### src/rtl/dmem_arbiter.sv
// dmem_arbiter: round-robin arbiter/sequencer sharing one 256x16 data memory port between two masters.
// Latency: request sampled at edge N -> memory driven in cycle N+1 -> ack + read data in cycle N+2.
// Backpressure: req is held until ack; one transaction per 3 cycles; the losing master waits at most one foreign transaction.
// Optional: define DMEM_ARB_LOCK_EN to add m0_lock (master 0 bus lock for atomic read-modify-write).
module dmem_arbiter #(
    parameter int AW = 8,
    parameter int DW = 16
) (
    input  logic          clk,
    input  logic          rst,
    input  logic          m0_req,
    input  logic          m0_we,
    input  logic [AW-1:0] m0_addr,
    input  logic [DW-1:0] m0_wdata,
    output logic          m0_ack,
    output logic [DW-1:0] m0_rdata,
`ifdef DMEM_ARB_LOCK_EN
    input  logic          m0_lock,
`endif
    input  logic          m1_req,
    input  logic          m1_we,
    input  logic [AW-1:0] m1_addr,
    input  logic [DW-1:0] m1_wdata,
    output logic          m1_ack,
    output logic [DW-1:0] m1_rdata,
    output logic          mem_cs,
    output logic          mem_we,
    output logic          mem_oe,
    output logic [AW-1:0] mem_addr,
    output logic [DW-1:0] mem_wdata,
    input  logic [DW-1:0] mem_rdata,
    output logic          busy,
    output logic          grant_id
);

    localparam logic [1:0] S_IDLE   = 2'd0;
    localparam logic [1:0] S_ACCESS = 2'd1;
    localparam logic [1:0] S_RESP   = 2'd2;

    logic [1:0]    r_state;
    logic          r_last;       // master served by the most recent completed transaction
    logic          r_grant;      // owner of the current / last transaction
    logic          r_cmd_we;
    logic [AW-1:0] r_cmd_addr;
    logic [DW-1:0] r_cmd_wdata;
    logic [DW-1:0] r_m0_rdata;
    logic [DW-1:0] r_m1_rdata;

    logic          w_m1_elig;
    logic          w_any;
    logic          w_win;
    logic          w_access;

`ifdef DMEM_ARB_LOCK_EN
    logic          r_locked;

    // While master 0 holds the lock, master 1 is invisible to arbitration.
    assign w_m1_elig = m1_req & ~(r_locked & m0_lock);

    // Lock is armed by master 0's RESP with m0_lock high, released when m0_lock is seen low in IDLE.
    always_ff @(posedge clk or posedge rst) begin
        if (rst) begin
            r_locked <= 1'b0;
        end else if (r_state == S_IDLE && r_locked && !m0_lock) begin
            r_locked <= 1'b0;
        end else if (r_state == S_RESP && !r_grant) begin
            r_locked <= m0_lock;
        end
    end
`else
    assign w_m1_elig = m1_req;
`endif

    // Single requester wins outright; under contention the master not served last wins.
    assign w_any = m0_req | w_m1_elig;
    assign w_win = (m0_req & w_m1_elig) ? ~r_last : w_m1_elig;

    // Sequencer: IDLE latches the winner's command, ACCESS drives memory, RESP acks.
    always_ff @(posedge clk or posedge rst) begin
        if (rst) begin
            r_state     <= S_IDLE;
            r_last      <= 1'b1;
            r_grant     <= 1'b0;
            r_cmd_we    <= 1'b0;
            r_cmd_addr  <= '0;
            r_cmd_wdata <= '0;
        end else begin
            case (r_state)
                S_IDLE: begin
                    if (w_any) begin
                        r_grant     <= w_win;
                        r_cmd_we    <= w_win ? m1_we    : m0_we;
                        r_cmd_addr  <= w_win ? m1_addr  : m0_addr;
                        r_cmd_wdata <= w_win ? m1_wdata : m0_wdata;
                        r_state     <= S_ACCESS;
                    end
                end
                S_ACCESS: begin
                    r_state <= S_RESP;
                end
                S_RESP: begin
                    r_last  <= r_grant;
                    r_state <= S_IDLE;
                end
                default: begin
                    r_state <= S_IDLE;
                end
            endcase
        end
    end

    // Read data is captured at the closing edge of ACCESS into the winner's register only.
    always_ff @(posedge clk or posedge rst) begin
        if (rst) begin
            r_m0_rdata <= '0;
            r_m1_rdata <= '0;
        end else if (r_state == S_ACCESS && !r_cmd_we) begin
            if (r_grant) begin
                r_m1_rdata <= mem_rdata;
            end else begin
                r_m0_rdata <= mem_rdata;
            end
        end
    end

    // Memory strobes are decoded from the registered state, so reset removes them immediately.
    assign w_access  = (r_state == S_ACCESS);
    assign mem_cs    = w_access;
    assign mem_we    = w_access &  r_cmd_we;
    assign mem_oe    = w_access & ~r_cmd_we;
    assign mem_addr  = r_cmd_addr;
    assign mem_wdata = r_cmd_wdata;

    assign busy      = (r_state != S_IDLE);
    assign grant_id  = r_grant;
    assign m0_ack    = (r_state == S_RESP) & ~r_grant;
    assign m1_ack    = (r_state == S_RESP) &  r_grant;
    assign m0_rdata  = r_m0_rdata;
    assign m1_rdata  = r_m1_rdata;

endmodule
### config.mk
export PLATFORM = sky130hd
export DESIGN_NAME = dmem_arbiter
export DESIGN_NICKNAME = d
export VERILOG_FILES = /design/src/rtl/dmem_arbiter.sv
export SDC_FILE = /design/constraint.sdc
export NUM_CORES = 1
export LEC_CHECK = 0
export BUFFER_PORTS_ARGS = -buffer_cell sky130_fd_sc_hd__buf_2
export CAP_MARGIN = 10
export CORE_ASPECT_RATIO = 1.2
export CORE_MARGIN = 2
export CORE_UTILIZATION = 35
export CTS_CLUSTER_SIZE = 30
export DETAILED_ROUTE_END_ITERATION = 10
export PLACE_DENSITY_LB_ADDON = 0.1
export SLEW_MARGIN = 15
export SYNTH_ARGS = -nofsm -noshare
export SYNTH_HDL_FRONTEND = slang
export SYNTH_SLANG_ARGS = --single-unit
### constraint.sdc
create_clock -name clk -period 4.1 [get_ports clk]
set_input_delay 0 -clock clk [delete_from_list [all_inputs] [get_ports clk]]
set_output_delay 0 -clock clk [all_outputs]
set_load 0.005 [all_outputs]
; After elaboration in Yosys (flattened, before gate mapping)
; Index checks and enable logic that the tools add are counted.
[totals]
ff_bits = 61
in_bits = 70
out_inout_bits = 63
word_cells = 33
[op_classes]
eq_ne = 3
n_mux = 6
bitwise = 9
n_reduce_logical = 7
[ops]
columns = operator, count
row1 = $mux W16, 1
row2 = $mux W8, 1
row3 = $reduce_and A2 Y1, 3
row4 = $and A1 B1 Y1, 5
row5 = $pmux W2 S2, 1
row6 = $not A1 Y1, 3
row7 = $eq A2 B1 Y1 const B, 1
row8 = $eq A2 B2 Y1 const B, 1
row9 = $logic_not A2 Y1, 1
row10 = $mux W1, 2
row11 = $mux W2, 1
row12 = $ne A2 B2 Y1 const B, 1
row13 = $reduce_bool A2 Y1, 1
row14 = $logic_and A1 B1 Y1, 1
row15 = $logic_not A1 Y1, 1
row16 = $or A1 B1 Y1, 1

; Depth between registers and ports, before layout
[depth]
ltp_word = 3
depth_mapped = 5
depth_no_buf = 3

; Worst setup path after synthesis
; No wires, ideal clock.
[synth_path]
path_kind = register to register
from = reg r_state[1]
to = reg r_m0_rdata[0], in the netlist m0_rdata[0]
setup_time_ns = 0.125
t_arrival_ns = 1.441
required_time_ns = 3.975
slack_ns = 2.534
path_stages_with_launch = 6
n_path_buf = 2
period_less_slack_ns = 1.566
cell_sequence = dfrtp_1 nor3b_2 and2_1 buf_2 buf_4 mux2_2
[synth_between]
elab_chain_len = 3
[synth_rtl]
columns = element, line_no
row1 = from (decl), 40  ; logic [1:0] r_state;
row2 = from (signal assigned), 81  ; r_state <= S_IDLE;
row3 = from (signal assigned), 95  ; r_state <= S_ACCESS;
row4 = from (signal assigned), 99  ; r_state <= S_RESP;
row5 = $eq A2 B1 Y1, 117  ; end else if (r_state == S_ACCESS && !r_cmd_we) begin
row6 = $logic_and A1 B1 Y1, 117
row7 = $reduce_and A2 Y1 (no line), --
row8 = to (signal assigned), 121  ; r_m0_rdata <= mem_rdata;
row9 = to (decl), 46  ; logic [DW-1:0] r_m0_rdata;
; Every way passes these cells.
; A chain may end at the register's enable or synchronous reset.

; Final worst setup path
[layout_path]
from = reg r_last
to = reg r_cmd_addr[3], in the netlist mem_addr[3]
[layout_between]
elab_chain_len = 3
[layout_rtl]
columns = element, line_no
row1 = from (decl), 41  ; logic r_last;
row2 = from (signal assigned), 102  ; r_last <= r_grant;
row3 = $not A1 Y1, 76  ; assign w_win = (m0_req & w_m1_elig) ? ~r_last : w_m1_elig;
row4 = $mux W1, 76
row5 = $mux W8, 93  ; r_cmd_addr <= w_win ? m1_addr : m0_addr;
row6 = to (signal assigned), 93
row7 = to (decl), 44  ; logic [AW-1:0] r_cmd_addr;
; Every way passes these cells.

==> flow_summary.json <==
{
  "number_of_instances_in_the_synthesized_netlist": 170,
  "syn_avg_cell_area_um2": 15.9,
  "power_switching_share": 0.301,
  "setup.worst_path.end_class": "flip-flop",
  "final-instance-count-excl-fill": 419,
  "placed_cells": 388,
  "worst_r2r_startpoint": "r_last",
  "final.period_utilization": 0.510,
  "internal_power_mw": 1.79,
  "first_iter_violations": 36,
  "path_max_fanout": 17,
  "remaining_routing_drc_violations": 0,
  "placementRows": 35,
  "insertion_delay_ns": 0.33,
  "clk_pin_slew_ns": 0.06,
  "pin_count": 133,
  "cp.required_ns": 4.31,
  "synth_cell_types": 18,
  "floorplan.die_area_um2": 8470,
  "global_route_wire_length_before_repair_um": 9520,
  "core_area_um2": 7580,
  "worstHoldPathCells": 3,
  "maxSlewHeadroom": 0.480,
  "worst_r2r_path_depth": 4,
  "antenna_found_initial": 0,
  "power.clock.fraction": 0.179,
  "power.ir.vdd_worst_mv": 0.354,
  "fin_worst_hold_slack_ns": 0.0229,
  "grt_start_max_net_pins": 62,
  "final_layout_size_suffix_gt1_frac": 0.716,
  "reg_to_reg_critical_path_endpoint": "mem_addr[3]",
  "mappedNetlistNets": 240,
  "initial_core_util": 0.358,
  "critical_path.endpoint": "mem_addr[3]",
  "post_drt_via_cell_ratio": 4.64,
  "total_routing_resource_utilization_after_global_routing": 0.144,
  "postCtsResizedCells": 0,
  "power_frac_seq": 0.416,
  "ys_ff_latch": 61,
  "cts_tree": "yes",
  "report.final.setup_viol": 0,
  "status": "completed",
  "cts-buffers-inserted": 9,
  "detailedRoute.firstPassIterationCount": 3,
  "rrSetupSlack_ns": 2.01,
  "final.setup_skew_ns": 0.00977,
  "arrival_ns": 2.30,
  "p_sw_uw": 770,
  "min_path_type": "primary input to flip-flop",
  "drtAntennaViolNets": 0,
  "synthesis.area_um2": 2710,
  "avgRoutedWirePerCell_um": 14.2,
  "wl_um": 5950,
  "timing.max_cap.violations": 0,
  "area_delta_synth_final_pct": 39.0,
  "globalRouteOverflowTotal": 0,
  "floorplan.die.width_um": 84.3,
  "num_vias": 1946,
  "synth.yosys.seq_area_share": 0.564,
  "p_per_area_nw_per_um2": 680,
  "grt_setup_unrepaired": "false",
  "n_antenna_cell": 0,
  "fin_util": 0.497,
  "cts_num_sinks": 61,
  "io_buffer_count": 132,
  "place.detailed.hpwl_um": 4190,
  "worst-slew-pin-transition_ns": 0.780,
  "comb_power_share": 0.404,
  "crit_path_start_kind": "flip-flop",
  "power.leakage_nw": 1.90,
  "ys.warnings.count": 0,
  "setup.worst_path.start": "r_last",
  "post_cts_buffers": 0,
  "clk_root_buffer_cell": "clkbuf_8",
  "finalHoldViolCount": 0,
  "period_minus_slack_ns": 2.09,
  "finalMaxSlewViolations": 0,
  "critical_path_class": "flip-flop to flip-flop",
  "clk_path_buf_depth": 2,
  "first_global_vias": 2046,
  "clock_tree.htree_level_count": 3,
  "gp_congestion": 0.665,
  "timing.fmax_mhz": 478,
  "total_power_mw": 2.56,
  "final.setup.tns_ns": 0,
  "layout.nets": 394,
  "die_y_um": 100
}
-- cell type report --
cell class,instances,area (um^2)
repair buffers,152,853
fillers,704,3810
inverters,4,15.0
well taps,92,115
multi-input cells,96,1090
flip-flops and latches,61,1530
clock buffers,12,155
clock inverters,2,10.0
-- sequential cells by signal, indices dropped and copies added (netlist names) --
| register | cells |
|---|---|
| grant_id | 1 |
| m0_rdata | 16 |
| m1_rdata | 16 |
| mem_addr | 8 |
| mem_wdata | 16 |
| r_cmd_we | 1 |
| r_last | 1 |
| r_state | 2 |
-- power groups by stage --
stage / combinational (mW) / sequential, mW / clock [mW]
final: 1.04 / 1.07 / 0.460
after global routing: 1.13 / 1.11 / 0.507
after CTS: 1.06 / 1.07 / 0.482
after detailed placement: 1.04 / 1.08 / 0
after global placement: 1.03 / 1.07 / 0
after floorplan: 0.588 / 1.10 / 0
-- cells in the mapped netlist (all sizes together) --
library cell | instances | area [um^2]
a21bo | 1 | 10.0
a21o | 1 | 7.51
and2 | 3 | 18.8
buf | 9 | 76.3
dfrtp | 60 | 1500
dfstp | 1 | 26.3
inv | 4 | 15.0
mux2 | 82 | 995
nand2b | 1 | 6.26
nor2 | 3 | 11.3
nor2b | 2 | 12.5
nor3b | 1 | 12.5
o21ai | 1 | 8.76
o2bb2ai | 1 | 8.76
-- cells by family (layout without fill, tap and decap cells) --
kind of cell           count (synthesis)  count (layout)  share of synthesized area
AOI/OAI and AO/OA                      4               4                     0.0129
muxes                                 82              82                      0.367
DFF                                   61              61                      0.564
buffers and inverters                 13             170                     0.0337
and+or+nand+nor                       10              10                     0.0226
-- per-stage QoR --
stage	instance area, um^2	setup slack [ns]
final	3770	2.01
after global routing	3770	1.92
after CTS	3770	1.98
after detailed placement	3430	1.99
after global placement	3430	2.02
after floorplan	2710	2.53
-- placed cells by master (no fill, tap or decap), types with 2 or more instances in the layout --
master           n
nor2_1           3
nor2b_1          2
buf_2          132
inv_1            3
dlygate4sd3_1   17
and2_1           3
clkinv_2         2
clkbuf_8        11
buf_4            3
mux2_4          19
mux2_2          63
dfrtp_1         60
-- per-layer routing --
layer  track usage  wire (um)
met1         0.159       2370
met2         0.253       3010
met3        0.0419        441
met4        0.0696        127
met5             0          0
-- critical path: stages, from the launching register on --
cell	delay, ns
dfstp_2	0.53
a21bo_1	0.43
buf_4	0.38
mux2_2	0.38
mux2_2	0.25
-- worst min path at each step --
| stage | from | endpoint | slack [ns] |
|---|---|---|---|
| after floorplan | mem_rdata[10] | m0_rdata[10] | 0.15 |
| after global placement | mem_rdata[3] | m1_rdata[3] | 0.25 |
| after detailed placement | mem_rdata[0] | m1_rdata[0] | 0.25 |
| after CTS | m0_wdata[3] | mem_wdata[3] | 0.002 |
| after global routing | m0_wdata[4] | mem_wdata[4] | 0.02 |
| final | m0_wdata[9] | mem_wdata[9] | 0.02 |
-- repair_timing --
item                                    CTS  global route
hold endpoints to repair                 92             0
endpoints found under the setup margin    0             0
hold buffers                             17             0
Power figures use the tool's default switching activity.
